$ cat config.mk
export PLATFORM = sky130hd
export DESIGN_NAME = shiftx_deposit_ift
export DESIGN_NICKNAME = d
export VERILOG_FILES = /design/src/rtl/shiftx_deposit_ift_pkg.sv /design/src/rtl/shiftx_deposit_ift_lane.sv /design/src/rtl/shiftx_deposit_ift.sv
export SDC_FILE = /design/constraint.sdc
export NUM_CORES = 1
export LEC_CHECK = 0
export CAP_MARGIN = 0
export CORE_MARGIN = 2
export CORE_UTILIZATION = 30
export DETAILED_ROUTE_END_ITERATION = 16
export DONT_BUFFER_PORTS = 1
export PLACE_DENSITY_LB_ADDON = 0.12
export SLEW_MARGIN = 20
export SYNTH_ARGS = -nofsm -noshare
export SYNTH_HDL_FRONTEND = slang
export SYNTH_SLANG_ARGS = --single-unit
export TNS_END_PERCENT = 1
$ cat constraint.sdc
create_clock -name CLK -period 2.4 [get_ports CLK]
set_clock_uncertainty 0.2 [all_clocks]
set_input_delay 0.12 -clock CLK [delete_from_list [all_inputs] [get_ports CLK]]
set_output_delay 0.12 -clock CLK [all_outputs]
set_load 0.005 [all_outputs]
$ cat src/rtl/shiftx_deposit_ift_pkg.sv
// Shared IFT definitions: taint width, FSM state encoding
// and a constant clog2 helper for elaboration-time sizing.
package ift_pkg;

  localparam int TAINT_W = 32;

  typedef enum logic {
    ACCUM = 1'b0,
    HOLD  = 1'b1
  } state_e;

  function automatic int clog2(input int v);
    int r;
    r = 0;
    for (int k = 0; k < 32; k++) begin
      if ((64'd1 << r) < 64'(v)) r = r + 1;
    end
    return r;
  endfunction

endpackage

$ cat src/rtl/shiftx_deposit_ift_lane.sv
// Combinational deposit of one D_WIDTH slice into the accumulator.
// Ports: acc_i/d_i/b_i in; acc_o next accumulator, oor_o dropped-bit flag.
module shiftx_deposit_lane
  import ift_pkg::*;
#(
  parameter int W_WIDTH  = 8,
  parameter int D_WIDTH  = 2,
  parameter int B_WIDTH  = 3,
  parameter int B_SIGNED = 0
) (
  input  logic [W_WIDTH-1:0] acc_i,
  input  logic [D_WIDTH-1:0] d_i,
  input  logic [B_WIDTH-1:0] b_i,
  output logic [W_WIDTH-1:0] acc_o,
  output logic               oor_o
);

  localparam int CW = clog2(W_WIDTH + D_WIDTH);
  localparam int PW = ((B_WIDTH > CW) ? B_WIDTH : CW) + 2;
  localparam logic signed [PW-1:0] WLIM = PW'(W_WIDTH);

  logic                 ext;
  logic signed [PW-1:0] off;
  logic signed [PW-1:0] p;

  // Two guard bits keep off+i from wrapping for any offset.
  assign ext = (B_SIGNED != 0) ? b_i[B_WIDTH-1] : 1'b0;
  assign off = {{(PW-B_WIDTH){ext}}, b_i};

  always_comb begin
    acc_o = acc_i;
    oor_o = 1'b0;
    p     = '0;
    for (int i = 0; i < D_WIDTH; i++) begin
      p = off + PW'(i);
      if (p[PW-1] || (p >= WLIM)) begin
        oor_o = 1'b1;
      end else begin
        for (int j = 0; j < W_WIDTH; j++) begin
          if (p == PW'(j)) acc_o[j] = d_i[i];
        end
      end
    end
  end

endmodule

$ cat src/rtl/shiftx_deposit_ift.sv
// Taint-tracked slice deposit packer with valid/ready in and out.
// Ports: CLK/ARST_N, IN_* beat side, OUT_* word side, Y/Y_t/ERR/CNT.
module shiftx_deposit_ift
  import ift_pkg::*;
#(
  parameter int W_WIDTH  = 8,
  parameter int D_WIDTH  = 2,
  parameter int B_WIDTH  = 3,
  parameter int B_SIGNED = 0
) (
  input  logic               CLK,
  input  logic               ARST_N,
  input  logic               IN_VALID,
  output logic               IN_READY,
  input  logic [D_WIDTH-1:0] D,
  input  logic [TAINT_W-1:0] D_t,
  input  logic [B_WIDTH-1:0] B,
  input  logic [TAINT_W-1:0] B_t,
  input  logic               LAST,
  output logic               OUT_VALID,
  input  logic               OUT_READY,
  output logic [W_WIDTH-1:0] Y,
  output logic [TAINT_W-1:0] Y_t,
  output logic               ERR,
  output logic [7:0]         CNT
);

  if (W_WIDTH < 1 || D_WIDTH < 1 || B_WIDTH < 1) begin : g_bad
    $error("shiftx_deposit_ift: widths must be >= 1");
  end

  state_e               state_q;
  logic [W_WIDTH-1:0]   acc_q;
  logic [W_WIDTH-1:0]   acc_d;
  logic [TAINT_W-1:0]   acc_t_q;
  logic                 err_q;
  logic                 oor;
  logic [7:0]           cnt_q;
  logic [7:0]           cnt_d;

  shiftx_deposit_lane #(
    .W_WIDTH  (W_WIDTH),
    .D_WIDTH  (D_WIDTH),
    .B_WIDTH  (B_WIDTH),
    .B_SIGNED (B_SIGNED)
  ) u_lane (
    .acc_i (acc_q),
    .d_i   (D),
    .b_i   (B),
    .acc_o (acc_d),
    .oor_o (oor)
  );

  assign cnt_d = (cnt_q == 8'hFF) ? cnt_q : cnt_q + 8'd1;

  always_ff @(posedge CLK or negedge ARST_N) begin
    if (!ARST_N) begin
      state_q <= ACCUM;
      acc_q   <= '0;
      acc_t_q <= '0;
      err_q   <= 1'b0;
      cnt_q   <= '0;
    end else begin
      unique case (state_q)
        ACCUM: begin
          if (IN_VALID) begin
            acc_q   <= acc_d;
            acc_t_q <= acc_t_q | D_t | B_t;
            err_q   <= err_q | oor;
            cnt_q   <= cnt_d;
            if (LAST) state_q <= HOLD;
          end
        end
        HOLD: begin
          if (OUT_READY) begin
            state_q <= ACCUM;
            acc_q   <= '0;
            acc_t_q <= '0;
            err_q   <= 1'b0;
            cnt_q   <= '0;
          end
        end
        default: state_q <= ACCUM;
      endcase
    end
  end

  assign IN_READY  = (state_q == ACCUM);
  assign OUT_VALID = (state_q == HOLD);
  assign Y         = acc_q;
  assign Y_t       = acc_t_q;
  assign ERR       = err_q;
  assign CNT       = cnt_q;

endmodule

* After elaboration in Yosys (flattened, before gate mapping)
Cells that the tools add are included.
** Storage, ports and cells
- Register bits after elaboration :: 50
- Input port bits :: 74
- Output and inout port bits :: 51
- Word-level logic and storage cells :: 72
** Operators by class
- Add/sub/neg operators :: 2
- Order comparisons :: 2
- Equality and inequality tests :: 18
- Muxes and demuxes :: 36
- Bitwise logic cells :: 4
- Reduce and logical (&&, ||, !) cells :: 5
** Operators with widths (count)
- 2-to-1 mux 32 bit :: 2
- bitwise OR 32 bit :: 2
- one-hot mux 32 bit (2 select lines) :: 1
- 2-to-1 mux 8 bit :: 6
- one-hot mux 8 bit (2 select lines) :: 2
- == test 6 x 4 -> 1 bit, second input constant :: 4
- 2-to-1 mux 1 bit :: 23
- == test 3 bit, second input constant :: 4
- == test 6 x 3 -> 1 bit, second input constant :: 2
- zero test 6 bit :: 2
- adder 8 x 1 -> 8 bit, second input constant :: 1
- == test 8 bit, second input constant :: 1
- == test 3 x 2 -> 1 bit, second input constant :: 2
- == test 6 x 2 -> 1 bit, second input constant :: 1
- >= comparator 6 x 5 -> 1 bit, second input constant :: 1
- != test 2 bit, second input constant :: 3
- adder 3 x 1 -> 4 bit, second input constant :: 1
- >= comparator 3 x 4 -> 1 bit, second input constant :: 1
- one-hot mux 1 bit (2 select lines) :: 2
- == test 3 x 1 -> 1 bit, second input constant :: 1
- AND reduction 3 bit :: 1
- AND reduction 2 bit :: 1
- logical OR 1 bit, first input constant :: 1
- NOT 1 bit :: 1
- bitwise OR 1 bit :: 1

* Longest topological paths before layout
Gate-level depths: netlist of the first run.
- Depth in word-level cells :: 7
- Depth in mapped cells :: 8
- Mapped depth without buffers :: 6

* Modules after synthesis
A second synthesis of the first run with hierarchy kept.
** Second synthesis, totals
- Cells, all modules :: 259
- Area total of the unflattened synthesis :: 2439.8 µm²
** Modules (own cells, without submodules)
- shiftx_deposit_ift :: instances 1, cells an instance 207, area an instance 2062.0 µm², sequential area each 1251.2 µm²
- shiftx_deposit_lane :: instances 1, cells an instance 52, area an instance 377.9 µm², sequential area each 0.0 µm²

* Worst setup path before layout of the first run
Ideal clock, no wire load.
- Path kind :: in2reg
- Start point :: in B[0]
- End point :: reg acc_q[6], in the netlist Y[6]
- Library setup time :: 0.122 ns
- Data arrival time :: 1.581 ns
- Required time :: 2.078 ns
- Slack :: 0.498 ns
- Stages :: 8
- Path buffers :: 2
- Path through :: clkbuf_1 -> and2_1 -> ha_1 -> clkbuf_1 -> inv_1 -> a21oi_1 -> o221ai_1 -> a32o_1
** Between the ends
- Cells in the longest elaborated chain, start to end :: 7
- Elaborated cells between the ends (all ways) :: 12
- Those cells by class :: add/sub: 1; order compare: 2; eq/ne: 2; mux: 6; reduce/logical: 1
** RTL lines
- from (decl) :: line shiftx_deposit_ift.sv:17 : input logic [B_WIDTH-1:0] B,
- parallel branches: the longest is 4 deep, another holds >= comparator 6 x 5 -> 1 bit
- 2-to-1 mux 8 bit (*) :: line shiftx_deposit_ift_lane.sv:36 : if (p[PW-1] || (p >= WLIM)) begin
- 2-to-1 mux 8 bit (*) :: line shiftx_deposit_ift.sv:66 : if (IN_VALID) begin
- one-hot mux 8 bit (2 select lines) (*) :: line shiftx_deposit_ift.sv:64 : unique case (state_q)
- to (signal assigned) :: line shiftx_deposit_ift.sv:59 : acc_q <= '0;
- to (signal assigned) :: line shiftx_deposit_ift.sv:67 : acc_q <= acc_d;
- to (signal assigned) :: line shiftx_deposit_ift.sv:77 : acc_q <= '0;
- to (decl) :: line shiftx_deposit_ift.sv:33 : logic [W_WIDTH-1:0] acc_q;
Every way passes the cells marked *. The select of a mux whose other input is x is not followed.
A chain may end at the register's enable or synchronous reset.

* Worst setup path in the final report of the first run
- Start point :: reg state_q, in the netlist OUT_VALID
- End point :: reg acc_t_q[10], in the netlist Y_t[10]
** Between the ends
- Cells in the longest elaborated chain, start to end :: 3
- Elaborated cells between the ends (all ways) :: 5
- Those cells by class :: eq/ne: 2; mux: 1; bitwise: 1; reduce/logical: 1
** RTL lines
- from (decl) :: line shiftx_deposit_ift.sv:32 : state_e state_q;
- from (signal assigned) :: line shiftx_deposit_ift.sv:58 : state_q <= ACCUM;
- from (signal assigned) :: line shiftx_deposit_ift.sv:71 : if (LAST) state_q <= HOLD;
- from (signal assigned) :: line shiftx_deposit_ift.sv:76 : state_q <= ACCUM;
- NOT 1 bit
- != test 2 bit (no source line)
- AND reduction 2 bit (no source line)
- to (signal assigned) :: line shiftx_deposit_ift.sv:68 : acc_t_q <= acc_t_q | D_t | B_t;
- to (decl) :: line shiftx_deposit_ift.sv:35 : logic [TAINT_W-1:0] acc_t_q;
Several ways; a longest one is shown, not always the timed one.

==> impl_metrics.ini, run 1 <==
[yosys]
syn_inst = 269
yosysTopAreaCell = dfrtp_1
synthTopCellsByArea = dfrtp_1 52%, nand2_1 12%, o21ai_0 10%
syn_area_um2 = 2392
ys_seq_elements = 50
ys_types = 37
synth-main-ff-cell = dfrtp_1
syn-num-nets = 346
syn_avg_cell_area_um2 = 8.893
synth_edf_count = 0
postSynth.asyncResetShare_pct = 100.0
yosysWarnings = 0
synth_top_area_share_pct = 52.30
ys_seq_area_share_pct = 52.30

[setup_path]
critPathRequiredTime_ps = 2440
cp.depth = 5
r2r_slack_ps = 120
cp-start-kind = flip-flop
worst-path-buf-inv = 2
arrival_ps = 2320
critPathCaptureType = flip-flop
timing.rr.start = OUT_VALID$_DFF_PN0_
cp_slowest_cell = dlygate4sd3_1
max_stage_delay_ps = 600
ff2ff_path_depth = 5
critPathTopFamily = buffers and inverters
crit_chain = and2b_2 > buf_4 > o21ai_0 > dlygate4sd3_1 > nand2_1
crit_end = Y_t[10]$_DFFE_PN0P_
worstSetupPathType = flip-flop to flip-flop
r2r-end = Y_t[10]$_DFFE_PN0P_
startpoint = OUT_VALID$_DFF_PN0_
worstPathMaxFanout = 38

[detailed_routing]
via_count = 2207
drt-vias-per-instance = 4.971
drc = 0
ant_nets = 0
wirelength_um = 6912
drtIter0Drc = 82
wl_per_cell_um = 15.57
drtPass1Iterations = 4

[die]
die_area_um2 = 8705
std_cell_rows = 32
fp.dieH_um = 93.30
fp.dieW_um = 93.30
fp.coreArea_um2 = 7727
start_util_pct = 30.96
ios = 125

[clock_tree]
cts_setup_buffers = 0
clock_latency_ps = 300
cts_tree = built
cts_max_path_buffers = 2
clkTransAtPathRegs_ps = 90
cts_root_buf = clkbuf_8
clock-sinks = 50
cts_buffers = 5
htreeDepth = 2

[place]
place_area_um2 = 2476
gp_congestion = 0.7317
hpwl_um = 4160
io_buffers = 0

[timing]
finalMaxSlewViolations = 0
min_period_ps = 2278
rsz0062_at_grt = no
hold_viol_final = 0
finalSetupViolCount = 0
clock.fmax_mhz = 438.9
slew_headroom_pct = 68.65
worst_pin_slew_ps = 468.8
fin_crit_sh_pct = 94.94
timing.hold.ws_ps = 20.42
tns_ps = 0

[power]
ir_worst_vdd_mv = 0.2821
p_leak_nw = 1.444
power_density_nw_per_um2 = 646.8
power.total_mw = 2.170

[layout]
final_nets = 418
area.growth.synth_to_final_pct = 40.27
num-fill-cells = 765
antenna_cells = 0
finalInstanceArea_um2 = 3356
final_layout_size_suffix_gt1_share_pct = 5.263

[global_routing]
grt-ovfl-total = 0
grt_pass1_vias = 2343
grtUsageTotal_pct = 16.34
grt_max_degree = 51
grt_antenna_before_repair = 0
grt_pass1_wl_um = 11320

[hold_path]
hold_path_class = input port to flip-flop

[flow_run]
cap_violations = 0

[outcome]
outcome = finished clean
[cell families after synthesis]
kind of cell / count (synthesis) / synth area share [%]
AND/OR/NAND/NOR: 117 / 22.28
XOR/XNOR: 1 / 0.3662
buffers and inverters: 21 / 3.870
multiplexers: 2 / 0.8369
AO/OA/AOI/OAI: 75 / 18.78
adder cells (fa/ha/maj): 3 / 1.569
flip-flops: 50 / 52.30
[cells in the final DEF, fill, tap and decap left out, types with 2 or more instances in the layout]
cell type,instances
a21oi_1,9
a32o_1,4
buf_4,3
clkbuf_8,5
dfrtp_1,50
dlygate4sd3_1,75
ha_1,2
inv_1,7
mux2i_1,2
nand2_1,78
nand2b_1,3
nand3_1,7
nand3b_1,3
nor2_1,9
nor2b_1,2
nor3b_1,2
o211ai_1,2
o21ai_0,48
o21bai_1,2
o221ai_1,2
o31a_1,2
o31ai_1,2
or3_1,2
or4_1,2
[report_power, final]
part           internal, mW  switching, mW  total, mW  leakage (nW)
sequential             1.01          0.173       1.18         0.577
clock                 0.207          0.287      0.494        0.0452
combinational         0.258          0.240      0.498         0.821
total                  1.47          0.701       2.17          1.44
[worst min path at each step]
stage / start / to / cells past startpoint
after floorplan: ARST_N / CNT[0]$_DFFE_PN0P_ / 0
after global placement: ARST_N / CNT[5]$_DFFE_PN0P_ / 0
after detailed placement: ARST_N / CNT[5]$_DFFE_PN0P_ / 0
after CTS: B[0] / Y[6]$_DFFE_PN0P_ / 3
after global routing: B[2] / Y[0]$_DFFE_PN0P_ / 2
final: B[0] / Y[6]$_DFFE_PN0P_ / 3
[registers in the layout (all words and copies together), names as in the netlist]
register   cells
Y_t           32
CNT            8
Y              8
ERR            1
OUT_VALID      1
[worst min-delay path, cell delays in order]
cell and delay [ps]:
a21oi_1 40, o221ai_1 160, a32o_1 160
[per-stage QoR]
step           worst slack, ps  instances  utilization, %
6_report                 121.5        444           43.43
5_1_grt                 0.2538        444           43.43
4_1_cts                  19.98        444           43.23
3_5_place_dp             542.4        360           32.04
3_3_place_gp             590.0        360           32.04
2_1_floorplan            497.6        269               -
[area by class of cell]
class | instances | area, µm² | area share (%)
flip-flops and latches | 50 | 1251 | 37.29
multi-input cells | 198 | 1064 | 31.69
clock inverters | 2 | 13.76 | 0.4101
clock buffers | 6 | 72.57 | 2.163
inverters | 7 | 26.28 | 0.7830
well taps | 102 | 127.6 | 3.803
repair buffers | 79 | 800.8 | 23.86
[per-layer routing]
| metal | vias to the layer above | GRT usage [%] | routed length, µm |
|---|---|---|---|
| li1 | 1064 | - | - |
| met4 | 0 | 5.270 | 93 |
| met2 | 102 | 27.76 | 3464 |
| met3 | 8 | 5.882 | 567 |
| met1 | 1033 | 19.16 | 2787 |
| met5 | - | 0 | 0 |
[cell usage after synthesis (2+ instances only)]
library cell and number:
a21oi_1 9, o211ai_1 2, nand2_1 78, nor3b_1 2, nand3_1 7, o221ai_1 2
o31a_1 2, mux2i_1 2, nand2b_1 3, buf_2 2, a32o_1 4, o31ai_1 2
ha_1 3, nand3b_1 3, or3_1 2, o21bai_1 2, clkbuf_1 11, nor2b_1 2
inv_1 7, or4_1 2, dfrtp_1 50, o21ai_0 48, nor2_1 10
[timing repair]
| item | 4_1_cts | 5_1_grt |
|---|---|---|
| gates resized for setup | 0 | 3 |
| hold endpoints to repair | 97 | 0 |
| setup endpoints to repair | 0 | 1 |
| hold buffers | 76 | 0 |
Note: power is estimated with default switching activity, not from simulation.
==> inputs of run 2 (changes only) <==
--- a/config.mk
+++ b/config.mk
@@ -14,5 +14,6 @@
 export SLEW_MARGIN = 20
 export SYNTH_ARGS = -nofsm -noshare
 export SYNTH_HDL_FRONTEND = slang
+export SYNTH_HIERARCHICAL = 1
 export SYNTH_SLANG_ARGS = --single-unit
 export TNS_END_PERCENT = 1
==> run 2 against run 1 <==
  * Setup slack better by 92 ps
  * Critical path depth unchanged
  * Maximum frequency up 4.2%
  * Register-to-register slack better by 90 ps
  * First-iteration DRC count down 16%
  * Sequential cell count unchanged
  * Synthesized area up 2.0%
  * Power up 5.2%
  * Synthesized cell count down 3.7%
  * Global-route usage down 0.48 points
  * Largest power group unchanged
  * Highest routed layer unchanged
==> impl_metrics.ini, run 2 <==
[place]
hpwl_um = 4235
place_inst = 350
gp_congestion = 0.7497
io_buffers = 0
place_ws_ps = 555.4

[layout]
area.growth.synth_to_final_pct = 39.44
largest_reg_flops = 32
final_cell_mix = 75 x dlygate4sd3_1, 74 x nand2_1, 50 x dfrtp_1, 39 x o21ai_0, 10 x a22o_1
final_util_pct = 43.57
final_nets = 408
layout_commonest_cell = dlygate4sd3_1
num-fill-cells = 749
antenna_cells = 0
final_layout_size_suffix_gt1_share_pct = 5.422
fin_cells = 434

[global_routing]
grt_pass1_vias = 2369
grt_max_degree = 51
grt_pass1_wl_um = 11230
grt_antenna_before_repair = 0
grt-ovfl-total = 0
grtUsageTotal_pct = 15.86

[die]
fp.dieH_um = 94.18
die_area_um2 = 8870
start_util_pct = 31.25
std_cell_rows = 32
ios = 125
fp.dieW_um = 94.18
fp.coreArea_um2 = 7807

[yosys]
yosysWarnings = 6
synth_edf_count = 0
synthTopCellsByCount = 74 x nand2_1, 50 x dfrtp_1, 39 x o21ai_0
synthMostInstantiatedCell = nand2_1
yosysTopAreaCell = dfrtp_1
ys_seq_area_share_pct = 51.28
ys_types = 44
ys_seq_elements = 50
synth-main-ff-cell = dfrtp_1
syn_avg_cell_area_um2 = 9.420
synth_top_area_share_pct = 51.28
postSynth.asyncResetShare_pct = 100.0
syn-num-nets = 336
syn_area_um2 = 2440
synthTopCellsByArea = dfrtp_1 51%, nand2_1 11%, o21ai_0 8.0%
syn_inst = 259

[timing]
setup_ws_ps = 213.1
slew_headroom_pct = 73.72
tns_ps = 0
worst_pin_slew_ps = 394.2
rsz0062_at_grt = no
fin_crit_sh_pct = 91.12
clock.fmax_mhz = 457.3
hold_viol_final = 0
min_period_ps = 2187
finalSetupViolCount = 0
finalMaxSlewViolations = 0

[setup_path]
arrival_ps = 2240
r2r_slack_ps = 210
ff2ff_path_depth = 5
critPathCaptureType = flip-flop
critPathRequiredTime_ps = 2450
worstSetupPathType = flip-flop to flip-flop
timing.rr.start = OUT_VALID$_DFF_PN0_
cp-start-kind = flip-flop
r2r-end = Y_t[18]$_DFFE_PN0P_
worstPathMaxFanout = 32

[hold_path]
min_to = Y[6]$_DFFE_PN0P_
hold_path_class = input port to flip-flop
hp-start = D[1]
holdPathStages = 3

[outcome]
outcome = finished clean

[detailed_routing]
wirelength_um = 6852
drt-vias-per-instance = 5.127
drc = 0
drtIter0Drc = 69
ant_nets = 0
drtPass1Iterations = 4
via_count = 2225
wl_per_cell_um = 15.79

[clock_tree]
cts_root_buf = clkbuf_8
cts_max_path_buffers = 2
htreeDepth = 2
cts_tree = built
clock_latency_ps = 300
cts_setup_buffers = 0
clock-sinks = 50
cts_buffers = 5
clkTransAtPathRegs_ps = 90
ctsResizeCount = 0

[power]
p_leak_nw = 1.451
power_density_nw_per_um2 = 671.4
power.total_mw = 2.284
ir_worst_vdd_mv = 0.3304

[flow_run]
cap_violations = 0
## run 2: worst max path at each step
stage | start | endpoint | slack, ps | depth (start not counted)
after floorplan | B[0] | Y[5]$_DFFE_PN0P_ | 480 | 8
after global placement | B[0] | Y[5]$_DFFE_PN0P_ | 590 | 6
after detailed placement | B[0] | Y[5]$_DFFE_PN0P_ | 560 | 6
after CTS | OUT_VALID$_DFF_PN0_ | Y_t[8]$_DFFE_PN0P_ | 210 | 5
after global routing | OUT_VALID$_DFF_PN0_ | Y_t[5]$_DFFE_PN0P_ | 80 | 5
final | OUT_VALID$_DFF_PN0_ | Y_t[18]$_DFFE_PN0P_ | 210 | 5
## run 2: kinds of logic after synthesis
logic type	share of synthesized area, %
buffers and inverters	4.154
flip-flops	51.28
XOR/XNOR	0.3590
multiplexers	2.462
AND/OR/NAND/NOR	20.21
adder cells (fa/ha/maj)	1.539
AO/OA/AOI/OAI	20.00
## run 2: metrics by stage
| stage | hold slack, ps | instance area [µm²] |
|---|---|---|
| 6_report | 18.34 | 3402 |
| 5_1_grt | 19.18 | 3402 |
| 4_1_cts | 5.750 | 3402 |
| 3_5_place_dp | -374.1 | 2514 |
| 3_3_place_gp | -373.8 | 2514 |
| 2_1_floorplan | -375.6 | 2440 |
## run 2: area by class of cell
type,count,area (µm²),share of cell area (%)
multi-input cells,192,1092,32.11
clock buffers,6,72.57,2.133
flip-flops and latches,50,1251,36.78
clock inverters,2,37.54,1.103
inverters,4,15.01,0.4413
well taps,102,127.6,3.751
repair buffers,78,805.8,23.69
## run 2: worst max-delay path, stage by stage, from the launching register on
cell	delay, ps
dfrtp_1	520
nor2b_4	390
buf_12	240
o21ai_0	120
dlygate4sd3_1	580
nand2_1	70
## run 2: report_power, final
| part | internal [mW] | switching (mW) |
|---|---|---|
| registers | 1.00 | 0.188 |
| logic | 0.271 | 0.228 |
| clock network | 0.311 | 0.283 |
| total | 1.58 | 0.700 |
## run 2: per-layer routing
layer	global-route usage, %	wire [µm]	up-vias
met2	27.32	3390	94
met1	18.90	2826	1066
met4	4.710	88	0
li1	-	-	1051
met3	4.976	547	14
met5	0	0	-
## run 2: timing repair
item | 4_1_cts | 5_1_grt
hold endpoints to repair | 98 | 0
endpoints found under the setup margin | 0 | 0
hold buffers | 76 | 0
